## config.mk

```make
export PLATFORM = sky130hd
export DESIGN_NAME = sm4_key_sched
export DESIGN_NICKNAME = d
export VERILOG_FILES = /design/src/rtl/sm4_pkg.sv /design/src/rtl/sm4_ks_round.sv /design/src/rtl/sm4_key_sched.sv
export SDC_FILE = /design/constraint.sdc
export NUM_CORES = 2
export LEC_CHECK = 0
export CAP_MARGIN = 20
export CORE_UTILIZATION = 60
export CTS_BUF_LIST = sky130_fd_sc_hd__clkbuf_8
export CTS_CLUSTER_SIZE = 24
export DETAILED_ROUTE_END_ITERATION = 8
export PLACE_DENSITY = 0.78
export SETUP_SLACK_MARGIN = 0.4
export SLEW_MARGIN = 20
export SYNTH_ARGS = -nofsm -noshare
export SYNTH_HDL_FRONTEND = slang
export SYNTH_SLANG_ARGS = --single-unit
```

## constraint.sdc

```tcl
create_clock -name clk -period 49.7 [get_ports clk]
set_input_delay 9.94 -clock clk [delete_from_list [all_inputs] [get_ports clk]]
set_output_delay 9.94 -clock clk [all_outputs]
set_load 0.02 [all_outputs]
```

## src/rtl/sm4_pkg.sv

```systemverilog
// Shared SM4 constants, transforms and key-schedule FSM state type.
package sm4_pkg;

  typedef enum logic [1:0] {
    ST_IDLE,
    ST_EXPAND,
    ST_DONE
  } ks_state_t;

  localparam logic [7:0] SBOX [256] = '{
    8'hd6, 8'h90, 8'he9, 8'hfe, 8'hcc, 8'he1, 8'h3d, 8'hb7, 8'h16, 8'hb6, 8'h14, 8'hc2, 8'h28, 8'hfb, 8'h2c, 8'h05,
    8'h2b, 8'h67, 8'h9a, 8'h76, 8'h2a, 8'hbe, 8'h04, 8'hc3, 8'haa, 8'h44, 8'h13, 8'h26, 8'h49, 8'h86, 8'h06, 8'h99,
    8'h9c, 8'h42, 8'h50, 8'hf4, 8'h91, 8'hef, 8'h98, 8'h7a, 8'h33, 8'h54, 8'h0b, 8'h43, 8'hed, 8'hcf, 8'hac, 8'h62,
    8'he4, 8'hb3, 8'h1c, 8'ha9, 8'hc9, 8'h08, 8'he8, 8'h95, 8'h80, 8'hdf, 8'h94, 8'hfa, 8'h75, 8'h8f, 8'h3f, 8'ha6,
    8'h47, 8'h07, 8'ha7, 8'hfc, 8'hf3, 8'h73, 8'h17, 8'hba, 8'h83, 8'h59, 8'h3c, 8'h19, 8'he6, 8'h85, 8'h4f, 8'ha8,
    8'h68, 8'h6b, 8'h81, 8'hb2, 8'h71, 8'h64, 8'hda, 8'h8b, 8'hf8, 8'heb, 8'h0f, 8'h4b, 8'h70, 8'h56, 8'h9d, 8'h35,
    8'h1e, 8'h24, 8'h0e, 8'h5e, 8'h63, 8'h58, 8'hd1, 8'ha2, 8'h25, 8'h22, 8'h7c, 8'h3b, 8'h01, 8'h21, 8'h78, 8'h87,
    8'hd4, 8'h00, 8'h46, 8'h57, 8'h9f, 8'hd3, 8'h27, 8'h52, 8'h4c, 8'h36, 8'h02, 8'he7, 8'ha0, 8'hc4, 8'hc8, 8'h9e,
    8'hea, 8'hbf, 8'h8a, 8'hd2, 8'h40, 8'hc7, 8'h38, 8'hb5, 8'ha3, 8'hf7, 8'hf2, 8'hce, 8'hf9, 8'h61, 8'h15, 8'ha1,
    8'he0, 8'hae, 8'h5d, 8'ha4, 8'h9b, 8'h34, 8'h1a, 8'h55, 8'had, 8'h93, 8'h32, 8'h30, 8'hf5, 8'h8c, 8'hb1, 8'he3,
    8'h1d, 8'hf6, 8'he2, 8'h2e, 8'h82, 8'h66, 8'hca, 8'h60, 8'hc0, 8'h29, 8'h23, 8'hab, 8'h0d, 8'h53, 8'h4e, 8'h6f,
    8'hd5, 8'hdb, 8'h37, 8'h45, 8'hde, 8'hfd, 8'h8e, 8'h2f, 8'h03, 8'hff, 8'h6a, 8'h72, 8'h6d, 8'h6c, 8'h5b, 8'h51,
    8'h8d, 8'h1b, 8'haf, 8'h92, 8'hbb, 8'hdd, 8'hbc, 8'h7f, 8'h11, 8'hd9, 8'h5c, 8'h41, 8'h1f, 8'h10, 8'h5a, 8'hd8,
    8'h0a, 8'hc1, 8'h31, 8'h88, 8'ha5, 8'hcd, 8'h7b, 8'hbd, 8'h2d, 8'h74, 8'hd0, 8'h12, 8'hb8, 8'he5, 8'hb4, 8'hb0,
    8'h89, 8'h69, 8'h97, 8'h4a, 8'h0c, 8'h96, 8'h77, 8'h7e, 8'h65, 8'hb9, 8'hf1, 8'h09, 8'hc5, 8'h6e, 8'hc6, 8'h84,
    8'h18, 8'hf0, 8'h7d, 8'hec, 8'h3a, 8'hdc, 8'h4d, 8'h20, 8'h79, 8'hee, 8'h5f, 8'h3e, 8'hd7, 8'hcb, 8'h39, 8'h48
  };

  // CK[i] byte j = (4*i + j) * 7 mod 256
  localparam logic [31:0] CK [32] = '{
    32'h00070e15, 32'h1c232a31, 32'h383f464d, 32'h545b6269,
    32'h70777e85, 32'h8c939aa1, 32'ha8afb6bd, 32'hc4cbd2d9,
    32'he0e7eef5, 32'hfc030a11, 32'h181f262d, 32'h343b4249,
    32'h50575e65, 32'h6c737a81, 32'h888f969d, 32'ha4abb2b9,
    32'hc0c7ced5, 32'hdce3eaf1, 32'hf8ff060d, 32'h141b2229,
    32'h30373e45, 32'h4c535a61, 32'h686f767d, 32'h848b9299,
    32'ha0a7aeb5, 32'hbcc3cad1, 32'hd8dfe6ed, 32'hf4fb0209,
    32'h10171e25, 32'h2c333a41, 32'h484f565d, 32'h646b7279
  };

  localparam logic [31:0] FK [4] = '{
    32'ha3b1bac6, 32'h56aa3350, 32'h677d9197, 32'hb27022dc
  };

  function automatic logic [31:0] sm4_tau(input logic [31:0] w);
    return {SBOX[w[31:24]], SBOX[w[23:16]], SBOX[w[15:8]], SBOX[w[7:0]]};
  endfunction

  // Key-schedule linear transform: b ^ (b<<<13) ^ (b<<<23)
  function automatic logic [31:0] sm4_lk(input logic [31:0] b);
    return b ^ {b[18:0], b[31:19]} ^ {b[8:0], b[31:9]};
  endfunction

  // Cipher linear transform, kept here so the round datapath shares one definition
  function automatic logic [31:0] sm4_le(input logic [31:0] b);
    return b ^ {b[29:0], b[31:30]} ^ {b[21:0], b[31:22]}
             ^ {b[13:0], b[31:14]} ^ {b[7:0], b[31:8]};
  endfunction

endpackage

```

## src/rtl/sm4_ks_round.sv

```systemverilog
// One combinational SM4 key-expansion step: rk = K0 ^ L'(tau(K1^K2^K3^CK)).
module sm4_ks_round
  import sm4_pkg::*;
(
  input  logic [31:0] k0,
  input  logic [31:0] k1,
  input  logic [31:0] k2,
  input  logic [31:0] k3,
  input  logic [31:0] ck,
  output logic [31:0] rk
);

  logic [31:0] mix;
  logic [31:0] subst;

  assign mix   = k1 ^ k2 ^ k3 ^ ck;
  assign subst = sm4_tau(mix);
  assign rk    = k0 ^ sm4_lk(subst);

endmodule

```

## src/rtl/sm4_key_sched.sv

```systemverilog
// Iterative SM4 key expansion, one round key per clock, 32-word register file.
// Optional macro SM4_KS_DEC_ORDER_EN adds rd_dec for reversed (decrypt-order) reads.
module sm4_key_sched
  import sm4_pkg::*;
#(
  parameter int NROUNDS = 32
) (
  input  logic         clk,
  input  logic         rst,
  input  logic         mk_valid,
  output logic         mk_ready,
  input  logic [127:0] mk,
  output logic         busy,
  output logic         key_valid,
  output logic         rk_stb,
  output logic [4:0]   rk_idx,
  output logic [31:0]  rk_word,
  input  logic [4:0]   rd_addr,
`ifdef SM4_KS_DEC_ORDER_EN
  input  logic         rd_dec,
`endif
  output logic [31:0]  rd_data
);

  if (NROUNDS != 32) begin : g_bad_nrounds
    $error("sm4_key_sched: NROUNDS must be 32");
  end

  ks_state_t   state_q, state_d;
  logic [4:0]  cnt_q;
  logic [31:0] k_q [4];
  logic [31:0] rk_mem [32];
  logic [31:0] rk_next;
  logic        accept;
  logic        last_round;
  logic [4:0]  eff_addr;

  assign mk_ready   = (state_q != ST_EXPAND);
  assign busy       = (state_q == ST_EXPAND);
  assign key_valid  = (state_q == ST_DONE);
  assign accept     = mk_valid && mk_ready;
  assign last_round = (cnt_q == 5'd31);

  sm4_ks_round u_round (
    .k0 (k_q[0]),
    .k1 (k_q[1]),
    .k2 (k_q[2]),
    .k3 (k_q[3]),
    .ck (CK[cnt_q]),
    .rk (rk_next)
  );

  always_ff @(posedge clk or posedge rst) begin
    if (rst) begin
      state_q <= ST_IDLE;
    end else begin
      state_q <= state_d;
    end
  end

  always_comb begin
    state_d = state_q;
    case (state_q)
      ST_IDLE:   if (accept) state_d = ST_EXPAND;
      ST_EXPAND: if (last_round) state_d = ST_DONE;
      ST_DONE:   if (accept) state_d = ST_EXPAND;
      default:   state_d = ST_IDLE;
    endcase
  end

  // Accept can only occur outside EXPAND, so load and shift never collide.
  always_ff @(posedge clk or posedge rst) begin
    if (rst) begin
      cnt_q   <= '0;
      rk_stb  <= 1'b0;
      rk_idx  <= '0;
      rk_word <= '0;
      for (int i = 0; i < 4; i++) begin
        k_q[i] <= '0;
      end
      for (int i = 0; i < 32; i++) begin
        rk_mem[i] <= '0;
      end
    end else begin
      rk_stb <= 1'b0;
      if (accept) begin
        k_q[0] <= mk[127:96] ^ FK[0];
        k_q[1] <= mk[95:64]  ^ FK[1];
        k_q[2] <= mk[63:32]  ^ FK[2];
        k_q[3] <= mk[31:0]   ^ FK[3];
        cnt_q  <= '0;
      end else if (state_q == ST_EXPAND) begin
        rk_mem[cnt_q] <= rk_next;
        k_q[0]  <= k_q[1];
        k_q[1]  <= k_q[2];
        k_q[2]  <= k_q[3];
        k_q[3]  <= rk_next;
        rk_stb  <= 1'b1;
        rk_idx  <= cnt_q;
        rk_word <= rk_next;
        cnt_q   <= cnt_q + 5'd1;
      end
    end
  end

`ifdef SM4_KS_DEC_ORDER_EN
  assign eff_addr = rd_dec ? (5'd31 - rd_addr) : rd_addr;
`else
  assign eff_addr = rd_addr;
`endif

  // Partially expanded keys stay hidden behind key_valid.
  always_comb begin
    rd_data = 32'h0;
    if (key_valid) begin
      rd_data = rk_mem[eff_addr];
    end
  end

endmodule

```

==> results.ini <==
[sta]
drv_slew=0
tightestPinTransition_ns=1.16
fin_tns_setup_ns=0
hold_viol=0
rsz0062_at_grt=no
slew_headroom=0.226
max_freq_ghz=0.0411
timing.final.crit_period_ns=24.33
fin_crit_sh=0.490
fin_skew_ns=0.0621
setup_viol=0

[min_path]
holdPathEnd=rk_mem[622]$_DFFE_PP0P_
hp-start=rk_mem[622]$_DFFE_PP0P_
hold_class=flip-flop to flip-flop
whs_path_depth=2

[floorplanning]
start_util=0.607
die_y_um=339
io_pins=209
row_count=123
fp.dieW_um=339
core_area_um2=113000
die-area_um2=115000

[logic_synthesis]
netlist_top_cells_area=dfrtp_1 44%, mux4_2 11%, nand2_1 6.9%
async_flop_share=1.00
yosys.area.top_type=dfrtp_1
ys_warn_count=0
yosysSeqAreaShare=0.438
syn_area_per_cell_um2=10.0
synthDistinctLibCells=111
synthesis.area_um2=68300
netlist_instances=6828
synth_top_area_frac=0.438
ys.flop_type=dfrtp_1
syn_nets=7016
synth_seq_cells=1197
synth-edff-count=0

[clock_network]
cts_tree=built
cts_setup_buffers=0
clk_latency_ns=0.93
cts_sinks=1197
post_cts_resized=0
htree_levels=4
cts.clk_slew.worst_paths_ns=0.06
clock-root-buffer=clkbuf_8
cts_buffers=188
cts_hold_buffers=0
clockBufferDepth=3

[critical_path]
cp.arrival_ns=14.39
rr_startpoint=cnt_q[2]$_DFFE_PP0P_
rrSetupSlack_ns=43.37
critPathKind=input port to output port
start_kind=input port
cp_max_fo=93
crit_required_ns=39.76
r2r_end=rk_mem[674]$_DFFE_PP0P_
r2r_cells=13
end_kind=output port

[grt]
grt-ovfl-total=0
grt_pass1_vias=57300
grt_pass1_wl_mm=359
grt_usage=0.409
grt_max_degree=180
antenna_found_initial=10

[final_layout]
area_growth_syn_to_layout_pct=10.2
nets=6858
drive_above_1_share=0.175
final_common_cell=nand2_1
final_cell_mix=1228 x nand2_1, 1197 x dfrtp_1, 836 x o21ai_0

[detailed_routing]
drt_iter0_markers=8826
drt-vias-per-instance=7.02
wl_per_cell_um=28.3
antenna_left=0
drtPass1Iterations=9
drt_wl_total_mm=236
vias=58500
drc=0

[flow_run]
drv_cap=0

[placed_design]
gp_congestion=1.02
portBuffers=208
hpwl_mm=146

[run_status]
status=complete, no violations

==> sequential cells by signal, summed over array words and instances (netlist names) <==
register / count
k_q: 128
rk_idx: 5
rk_stb: 1
rk_mem: 1024
rk_word: 32
state_q: 2
cnt_q: 5
==> cell families after synthesis <==
group           after synthesis  share of synthesized area
simple gates               1916                      0.116
xor+xnor                    186                     0.0333
mux                         743                      0.177
buf+inv                     761                     0.0480
compound gates             1969                      0.177
flops                      1197                      0.438
fa+ha+maj                    56                     0.0101
==> Yosys cell counts, drive strengths merged, types with 30 or more instances <==
library cell	number
clkbuf	442
xnor2	100
nor3	91
dfrtp	1197
o311ai	38
nand2	1254
a31oi	62
o21ai	1116
a21oi	185
mux2i	143
o22ai	32
nor2	288
nand3	123
buf	272
o211ai	87
a211oi	84
mux2	254
xor2	56
a311oi	38
a221oi	32
mux4	346
inv	43
o221ai	30
ha	52
==> cell type report <==
type,instances,area [µm²]
Fill cell,8430,37400
Antenna cell,4,10.0
Multi-Input combinational cell,4870,35700
Timing Repair Buffer,366,3410
Clock inverter,109,933
Clock buffer,234,3220
Inverter,47,191
Sequential cell,1197,30000
Tap cell,1500,1880
==> per-layer routing <==
| layer | GRT usage | vias up | wire length, µm |
|---|---|---|---|
| met5 | 0 | - | 38 |
| met4 | 0.208 | 6 | 13000 |
| met1 | 0.561 | 28900 | 88900 |
| met2 | 0.606 | 4051 | 105000 |
| li1 | - | 24600 | - |
| met3 | 0.106 | 872 | 28400 |
==> critical path: stages <==
cell and delay [ns]:
buf_8 0.55, buf_12 0.61, buf_4 0.87, mux4_2 0.59, mux4_2 0.53, mux2i_1 0.39
nor2_1 0.07, clkdlybuf4s50_1 0.58
==> per-stage QoR <==
step	setup WS [ns]	instance area [µm²]	std cells	hold WS [ns]	util
after global placement	25.39	71000	7975	0.457	0.630
after global routing	25.00	75300	8325	0.493	0.668
final	25.37	75300	8327	0.478	0.668
after detailed placement	25.33	71000	7975	0.464	0.630
after CTS	25.27	75100	8318	0.479	0.667
after floorplan	6.04	68300	6828	0.440	-
==> worst max path at each step <==
stage,from,to,slack [ns],depth (start not counted)
floorplan,rst,cnt_q[0]$_DFFE_PP0P_,6.04,1
global placement,rd_addr[0],rd_data[1],25.39,8
detailed placement,rd_addr[0],rd_data[12],25.33,8
CTS,rd_addr[0],rd_data[17],25.27,8
global route,rd_addr[0],rd_data[17],25.00,8
finish,rd_addr[0],rd_data[17],25.37,8
Power is not shown: default switching activity piles up to over one toggle a cycle in this logic, so the estimate is an artifact.
